`src/rtl/div_ratio_sequencer_pkg.sv`:
```
// Shared definitions for the divided-clock ratio sequencer: selection encoding,
// ratio lookup, controller state type and the auto-cycling step order.
package div_ratio_sequencer_pkg;

  localparam logic [1:0] SEL_DIV3 = 2'd0;
  localparam logic [1:0] SEL_DIV2 = 2'd1;
  localparam logic [1:0] SEL_DIV4 = 2'd2;
  localparam logic [1:0] SEL_DIV8 = 2'd3;

  typedef enum logic {
    ST_RUN  = 1'b0,
    ST_PEND = 1'b1
  } seq_state_e;

  function automatic logic [3:0] sel_to_ratio(input logic [1:0] sel);
    logic [3:0] ratio;
    case (sel)
      SEL_DIV3: ratio = 4'd3;
      SEL_DIV2: ratio = 4'd2;
      SEL_DIV4: ratio = 4'd4;
      SEL_DIV8: ratio = 4'd8;
      default:  ratio = 4'd2;
    endcase
    return ratio;
  endfunction

  // Auto mode walks 0 -> 1 -> 2 -> 3 -> 0, which is plain modulo-4 increment.
  function automatic logic [1:0] next_auto_sel(input logic [1:0] sel);
    return sel + 2'd1;
  endfunction

endpackage

```
`src/rtl/div_ratio_sequencer_counter.sv`:
```
// div_period_counter: the single divide counter. Counts 0..ratio-1 and decodes
// dclk / period_end purely from its own register and the registered ratio.
module div_period_counter
  import div_ratio_sequencer_pkg::*;
(
  input  logic       clk,
  input  logic       rst_n,
  input  logic [3:0] ratio_i,
  input  logic       load_zero_i,
  output logic [2:0] cnt_o,
  output logic       dclk_o,
  output logic       period_end_o
);

  logic [2:0] cnt_q;
  logic [2:0] cnt_d;

  assign cnt_o        = cnt_q;
  assign dclk_o       = (cnt_q == 3'd0);
  assign period_end_o = ({1'b0, cnt_q} == (ratio_i - 4'd1));

  // Next count: wrap at the end of a period or on an explicit reload.
  always_comb begin
    cnt_d = cnt_q + 3'd1;
    if (period_end_o || load_zero_i) begin
      cnt_d = 3'd0;
    end else begin
      cnt_d = cnt_q + 3'd1;
    end
  end

  // Counter register.
  always_ff @(posedge clk) begin
    if (!rst_n) begin
      cnt_q <= 3'd0;
    end else begin
      cnt_q <= cnt_d;
    end
  end

endmodule

```
`src/rtl/div_ratio_sequencer.sv`:
```
// Divide-ratio sequencer: accepts ratio-change requests or auto-cycles the ratio,
// and applies every change only on a period boundary so no period is cut or stretched.
module div_ratio_sequencer
  import div_ratio_sequencer_pkg::*;
#(
  parameter int         DWELL_W = 8,
  parameter logic [1:0] RST_SEL = 2'd1
) (
  input  logic               clk,
  input  logic               rst_n,
  input  logic               req_valid,
  input  logic [1:0]         req_sel,
  output logic               req_ready,
  input  logic               auto_en,
  input  logic [DWELL_W-1:0] dwell,
  output logic               dclk,
  output logic               period_end,
  output logic [1:0]         cur_sel,
  output logic               switched
);

  seq_state_e         state_q, state_d;
  logic [1:0]         cur_sel_q, cur_sel_d;
  logic [1:0]         pend_sel_q, pend_sel_d;
  logic [DWELL_W-1:0] dwell_cnt_q, dwell_cnt_d;
  logic               switched_q, switched_d;

  logic [3:0]         ratio_s;
  logic [2:0]         cnt_s;
  logic               period_end_s;
  logic               dclk_s;
  logic               accept_s;
  logic               sel_change_s;
  logic [DWELL_W-1:0] dwell_tgt_s;
  logic               dwell_hit_s;

  assign ratio_s     = sel_to_ratio(cur_sel_q);
  assign req_ready   = (state_q == ST_RUN);
  assign accept_s    = req_valid && (state_q == ST_RUN);
  assign dwell_tgt_s = (dwell == {DWELL_W{1'b0}}) ? {{(DWELL_W-1){1'b0}}, 1'b1} : dwell;
  // >= rather than == so a dwell lowered mid-count still steps at the next boundary.
  assign dwell_hit_s = ({1'b0, dwell_cnt_q} + {{DWELL_W{1'b0}}, 1'b1}) >= {1'b0, dwell_tgt_s};
  assign sel_change_s = period_end_s && (cur_sel_d != cur_sel_q);

  div_period_counter u_counter (
    .clk          (clk),
    .rst_n        (rst_n),
    .ratio_i      (ratio_s),
    .load_zero_i  (sel_change_s),
    .cnt_o        (cnt_s),
    .dclk_o       (dclk_s),
    .period_end_o (period_end_s)
  );

  assign dclk       = dclk_s;
  assign period_end = period_end_s;
  assign cur_sel    = cur_sel_q;
  assign switched   = switched_q;

  // Next-state: a pending request wins the boundary over an auto step.
  always_comb begin
    state_d     = state_q;
    cur_sel_d   = cur_sel_q;
    pend_sel_d  = pend_sel_q;
    dwell_cnt_d = dwell_cnt_q;
    case (state_q)
      ST_PEND: begin
        if (period_end_s) begin
          cur_sel_d   = pend_sel_q;
          dwell_cnt_d = {DWELL_W{1'b0}};
          state_d     = ST_RUN;
        end else if (!auto_en) begin
          dwell_cnt_d = {DWELL_W{1'b0}};
        end else begin
          dwell_cnt_d = dwell_cnt_q;
        end
      end
      ST_RUN: begin
        if (!auto_en) begin
          dwell_cnt_d = {DWELL_W{1'b0}};
        end else if (period_end_s && dwell_hit_s) begin
          cur_sel_d   = next_auto_sel(cur_sel_q);
          dwell_cnt_d = {DWELL_W{1'b0}};
        end else if (period_end_s) begin
          dwell_cnt_d = dwell_cnt_q + {{(DWELL_W-1){1'b0}}, 1'b1};
        end else begin
          dwell_cnt_d = dwell_cnt_q;
        end
        if (accept_s) begin
          state_d    = ST_PEND;
          pend_sel_d = req_sel;
        end else begin
          state_d    = ST_RUN;
        end
      end
      default: begin
        state_d     = ST_RUN;
        dwell_cnt_d = {DWELL_W{1'b0}};
      end
    endcase
    switched_d = sel_change_s;
  end

  // Controller state and registered status outputs.
  always_ff @(posedge clk) begin
    if (!rst_n) begin
      state_q     <= ST_RUN;
      cur_sel_q   <= RST_SEL;
      pend_sel_q  <= 2'd0;
      dwell_cnt_q <= {DWELL_W{1'b0}};
      switched_q  <= 1'b0;
    end else begin
      state_q     <= state_d;
      cur_sel_q   <= cur_sel_d;
      pend_sel_q  <= pend_sel_d;
      dwell_cnt_q <= dwell_cnt_d;
      switched_q  <= switched_d;
    end
  end

endmodule
```
`config.mk`:
```
export PLATFORM = sky130hd
export DESIGN_NAME = div_ratio_sequencer
export DESIGN_NICKNAME = d
export VERILOG_FILES = /design/src/rtl/div_ratio_sequencer_pkg.sv /design/src/rtl/div_ratio_sequencer_counter.sv /design/src/rtl/div_ratio_sequencer.sv
export SDC_FILE = /design/constraint.sdc
export NUM_CORES = 1
export LEC_CHECK = 0
export ABC_AREA = 1
export CORE_MARGIN = 3
export CORE_UTILIZATION = 50
export CTS_BUF_LIST = sky130_fd_sc_hd__clkbuf_4
export DETAILED_ROUTE_END_ITERATION = 7
export PLACE_DENSITY = 0.76
export REMOVE_ABC_BUFFERS = 1
export SETUP_SLACK_MARGIN = 0.3
export SYNTH_ARGS = -nofsm -noshare
export SYNTH_HDL_FRONTEND = slang
export SYNTH_SLANG_ARGS = --single-unit
export TNS_END_PERCENT = 100
```
`constraint.sdc`:
```
create_clock -name clk -period 3 [get_ports clk]
set_clock_uncertainty 0.2 [all_clocks]
set_input_delay 0.6 -clock clk [delete_from_list [all_inputs] [get_ports clk]]
set_output_delay 0.6 -clock clk [all_outputs]
set_load 0.05 [all_outputs]
```
# Word-level counts from Yosys, hierarchy flattened
# Cells that the tools add are included.
dict set report op_classes {
  n_bitwise 2
  reduce_logical 10
  order_cmp 1
  add_sub_neg 5
  n_mux 15
  n_eq_ne 7
}
# op count
set ops {}
lappend ops {{$mux 8} 6}
lappend ops {{$pmux 4 s4} 1}
lappend ops {{$pmux 8 s2} 1}
lappend ops {{$add 8x1->9 const B} 1}
lappend ops {{$ge 9x8->1} 1}
lappend ops {{$add 8x1->8 const B} 1}
lappend ops {{$logic_not 8->1} 1}
lappend ops {{$mux 2} 3}
lappend ops {{$eq 2x2->1 const B} 2}
lappend ops {{$eq 3x4->1} 1}
lappend ops {{$ne 4x2->1 const B} 1}
lappend ops {{$pmux 2 s2} 1}
lappend ops {{$reduce_and 2->1} 2}
lappend ops {{$sub 4x1->4 const B} 1}
lappend ops {{$add 3x1->3 const B} 1}
lappend ops {{$logic_and 1x1->1} 3}
lappend ops {{$logic_not 3->1} 1}
lappend ops {{$ne 3x2->1 const B} 1}
lappend ops {{$add 2x1->2 const B} 1}
lappend ops {{$eq 2x1->1 const B} 1}
lappend ops {{$logic_not 2->1} 1}
lappend ops {{$mux 1} 2}
lappend ops {{$ne 2x2->1} 1}
lappend ops {{$not 1->1} 2}
lappend ops {{other kinds (3)} 3}
dict set report word_totals {
  elab_cells 46
  inputBits 14
  regBits 17
}

# Logic depth before layout (Yosys ltp)
dict set report depth {
  ltp_word 12
  mapped_depth 18
}

# Hierarchy
# From an unflattened synthesis, not the netlist that was laid out.
dict set report unflattened {
  hier_cells 184
  hier_area_um2 1300.0
}
# mod cells_each seq_area_each_um2 instances area_each_um2
set by_module_without_submodules {}
lappend by_module_without_submodules {div_ratio_sequencer 141 280.3 1 1027.2}
lappend by_module_without_submodules {div_period_counter 43 60.1 1 272.8}

# Worst setup path before layout
# OpenSTA, ideal clock, no wires.
dict set report synth_timing {
  path_kind {flip-flop to output port}
  from {reg cur_sel_q[0] (netlist: cur_sel[0])}
  to {out period_end}
  n_path_buf 0
  stages_incl_launch_ff 6
  arrival_ns 1.707
  slack_ns 0.493
  cell_sequence {dfxtp_1 inv_1 ha_1 xor2_2 nand3_4 inv_2}
}
dict set report synth_via {
  elab_chain_cells 4
}
# item line_no
set synth_rtl {}
lappend synth_rtl {{start: declaration} div_ratio_sequencer.sv:23} ;# logic [1:0] cur_sel_q, cur_sel_d;
lappend synth_rtl {{start signal: assignment} div_ratio_sequencer.sv:114} ;# cur_sel_q <= cur_sel_d;
lappend synth_rtl {{$eq 2x2->1, or another cell as far along} div_ratio_sequencer_pkg.sv:17} ;# case (sel)
lappend synth_rtl {{$pmux 4 s4 *} div_ratio_sequencer_pkg.sv:17}
lappend synth_rtl {{$sub 4x1->4 *} div_ratio_sequencer_counter.sv:20} ;# assign period_end_o = ({1'b0, cnt_q} == (ratio_i - 4'd1));
lappend synth_rtl {{$eq 3x4->1 *} div_ratio_sequencer_counter.sv:20}
lappend synth_rtl {{end: declaration} div_ratio_sequencer.sv:17} ;# output logic period_end,
# Mark *: on every way between the ends. The rest lies on a longest branch, timed or not.

# Final worst setup path
dict set report layout_timing {
  from {reg u_counter.cnt_q[0] (netlist: u_counter.cnt_o[0])}
  to {out dclk}
}
dict set report layout_via {
  elab_chain_cells 1
}
# item line_no
set layout_rtl {}
lappend layout_rtl {{start: declaration} div_ratio_sequencer_counter.sv:15} ;# logic [2:0] cnt_q;
lappend layout_rtl {{start signal: assignment} div_ratio_sequencer_counter.sv:37} ;# cnt_q <= cnt_d;
lappend layout_rtl {{$logic_not 3->1} div_ratio_sequencer_counter.sv:19} ;# assign dclk_o = (cnt_q == 3'd0);
lappend layout_rtl {{end: declaration} div_ratio_sequencer.sv:16} ;# output logic dclk,
# Every way passes these cells.

==> impl_metrics.toml <==
[status]
status = "completed"

[setup_path]
crit_top_cell = "inv_1"
crit_end = "dclk"
crit_type = "flop to primary output"
reg2reg_from = "dwell_cnt_q[1]"
worstPathMaxFanout = 4
ff2ff_path_depth = 17
cp-startpoint = "u_counter.cnt_o[0]"
critPathLaunchType = "flop"
critPathSlowestCell = "clkdlybuf4s50_1"
crit_path_end_kind = "primary output"
cp.required_ps = 2200
cp_cell_sequence = "inv_1 > ha_1 > inv_1 > nor2_1 > clkdlybuf4s50_1"
max_stage_delay_ps = 800
ff2ff_setup_slack_ps = 530
worst_ep_arrival_time_ps = 1780
worstReg2RegEnd = "cur_sel[0]"

[power_and_ir_drop]
power_per_cell_area_nw_per_um2 = 706
ir_drop_mv = 0.392
p_total_w = 0.00107
p_leak_nw = 0.759

[route]
vias = 1114
route.detailed.drc = 0
dr_wl_met3_um = 119
vias_per_cell = 5.23
highest_layer = "met4"
routedWlPerCell_um = 11.5
first_pass_iters = 4
routed-wl-met2_um = 1260
wl_met1_um = 1020
drt-total-wl_um = 2460
ant_nets = 0
drt_iter0_markers = 18

[place]
post_dp_cell_area_um2 = 1440
pre_cts_slack_ps = -73.4
dp_hpwl_um = 1960
port_buffers = 19
gp_congestion = 0.814

[global_routing]
antenna_found_initial = 0
track_usage_pct = 17.1
grt_pass1_vias = 1088
grt_pass1_wl_um = 4330
grt_overflow_total = 0
grt_max_degree = 11

[yosys]
synth_area_per_cell_um2 = 7.58
yosysMostFrequentCell = "nand2_1"
synth_edf_count = 0
synth_ff_type = "dfxtp_1"
synth_commonest_cells = "nand2_1 (33), inv_1 (24), dfxtp_1 (17), ha_1 (14), a21oi_1 (13)"
synth_top_area_share_pct = 27.9
yosysTopAreaCell = "dfxtp_1"
synth-seq-cells = 17
yosys_warnings = 0
postSynth.asyncResetShare_pct = 0
synth_area_leaders = "dfxtp_1 (28%), ha_1 (14%), nand2_1 (10%), inv_1 (7.4%), a21oi_1 (5.3%)"
synthCells = 161
ys_types = 29
synth.yosys.seq_area_share_pct = 27.9
synth_area_um2 = 1220

[sta]
timing.final.hold_violations = 0
hold_slack_ps = 305
rsz0062_at_grt = "true"
fin_crit_sh_pct = 86.0
report.final.setup_viol = 0
fmax_mhz = 388
period_needed_ps = 2580
finalMaxSlewViolations = 0
tightest_slew_ps = 489
fin_ws_ps = 420
maxSlewHeadroom_pct = 67.3

[floorplan]
core_um2 = 2250
die_area_um2 = 3070
die_y_um = 55.4
die_w_um = 55.4
initial_core_util_pct = 54.1
std_cell_rows = 17
ios = 20

[clock_tree]
cts_sinks = 17
htree_levels = 1
clk_path_buf_depth = 2
cts.clk_slew.worst_paths_ps = 100
clk_latency_ps = 300
tritoncts = "built"
ctsRootBufferMaster = "clkbuf_4"
cts_buffers = 3

[layout]
antenna_cells = 0
n_fill_cell = 202
register_area_um2 = 344
syn2layout_area_growth_pct = 24.7
finalInstanceArea_um2 = 1520
multi_input_area_um2 = 801
drive_gt1_share_pct = 18.9
final_net_count = 214

[flow_run]
drv_cap = 0

[worst_hold_path]
hold_path_class = "flop to flop"
==> per-stage QoR <==
step / utilization, % / TNS (ps) / std cells
4_1_cts: 65.9 / 0 / 213
5_1_grt: 67.5 / 0 / 213
2_1_floorplan: - / 0 / 161
3_5_place_dp: 64.0 / -73.4 / 208
6_report: 67.5 / 0 / 213
3_3_place_gp: 64.0 / 0 / 208
==> cell usage in the layout (no fill, tap or decap), types with 4 or more instances in the layout <==
cell and count:
o211ai_1 5, dfxtp_1 14, a21oi_1 13, xnor2_1 4, clkdlybuf4s50_1 14, nand2_1 31, nand3_1 7, inv_1 22
nand3_2 5, clkbuf_4 4, nor2_1 9, ha_1 14, xor2_1 4, inv_2 5
==> critical path: cells and delay by family (launching register included) <==
family | cells | cell delay (ps)
buffers and inverters | 3 | 910
DFF | 1 | 370
adders and majority gates | 1 | 130
and+or+nand+nor | 1 | 70
==> layout make-up <==
type                            count  area share [%]
Clock buffer                        4            1.97
Multi-Input combinational cell    115            52.6
Inverter                           29            7.24
Timing Repair Buffer               20            13.2
Tap cell                           28            2.30
Sequential cell                    17            22.6
==> worst min-delay path by stage <==
stage          slack, ps          startpoint                 end  cells past startpoint
5_1_grt              350       pend_sel_q[0]       pend_sel_q[0]                      2
6_report             310  u_counter.cnt_o[0]  u_counter.cnt_o[0]                      1
4_1_cts              310      dwell_cnt_q[4]      dwell_cnt_q[4]                      2
3_5_place_dp         290  u_counter.cnt_o[0]  u_counter.cnt_o[0]                      1
2_1_floorplan        260      dwell_cnt_q[4]      dwell_cnt_q[4]                      2
3_3_place_gp         270      dwell_cnt_q[4]      dwell_cnt_q[4]                      2
==> power by group <==
group          leakage (nW)  switching (W)  total [W]  internal, W
clock network        0.0184      0.0000776   0.000139    0.0000609
registers             0.139      0.0000491   0.000316     0.000267
logic                 0.602       0.000407   0.000620     0.000213
==> cell families (layout without fill, tap and decap cells) <==
| kind of cell | after synthesis | after routing | synth area share (%) |
|---|---|---|---|
| adders and majority gates | 14 | 14 | 14.4 |
| and+or+nand+nor | 64 | 64 | 26.8 |
| buffers and inverters | 29 | 53 | 9.03 |
| AOI/OAI and AO/OA | 27 | 27 | 13.5 |
| xor gates and xnor gates | 10 | 10 | 8.41 |
| DFF | 17 | 17 | 27.9 |
==> routing by layer <==
layer	up-vias	track usage [%]
met5	-	0
met4	0	8.68
met3	7	2.10
met2	32	32.3
met1	508	18.3
li1	567	-
==> repair_timing <==
action | 4_1_cts | 5_1_grt
hold buffers | 0 | 0
pin swaps | 4 | 6
buffers inserted | 1 | 0
setup endpoints to repair | 1 | 7
resized for setup | 2 | 14
==> registers in the layout (all words and copies together), names as in the netlist <==
register and flops:
switched 1, cur_sel 2, pend_sel_q 2, state_q 1
dwell_cnt_q 8, u_counter.cnt_o 3
(Power assumes the default switching activity.)
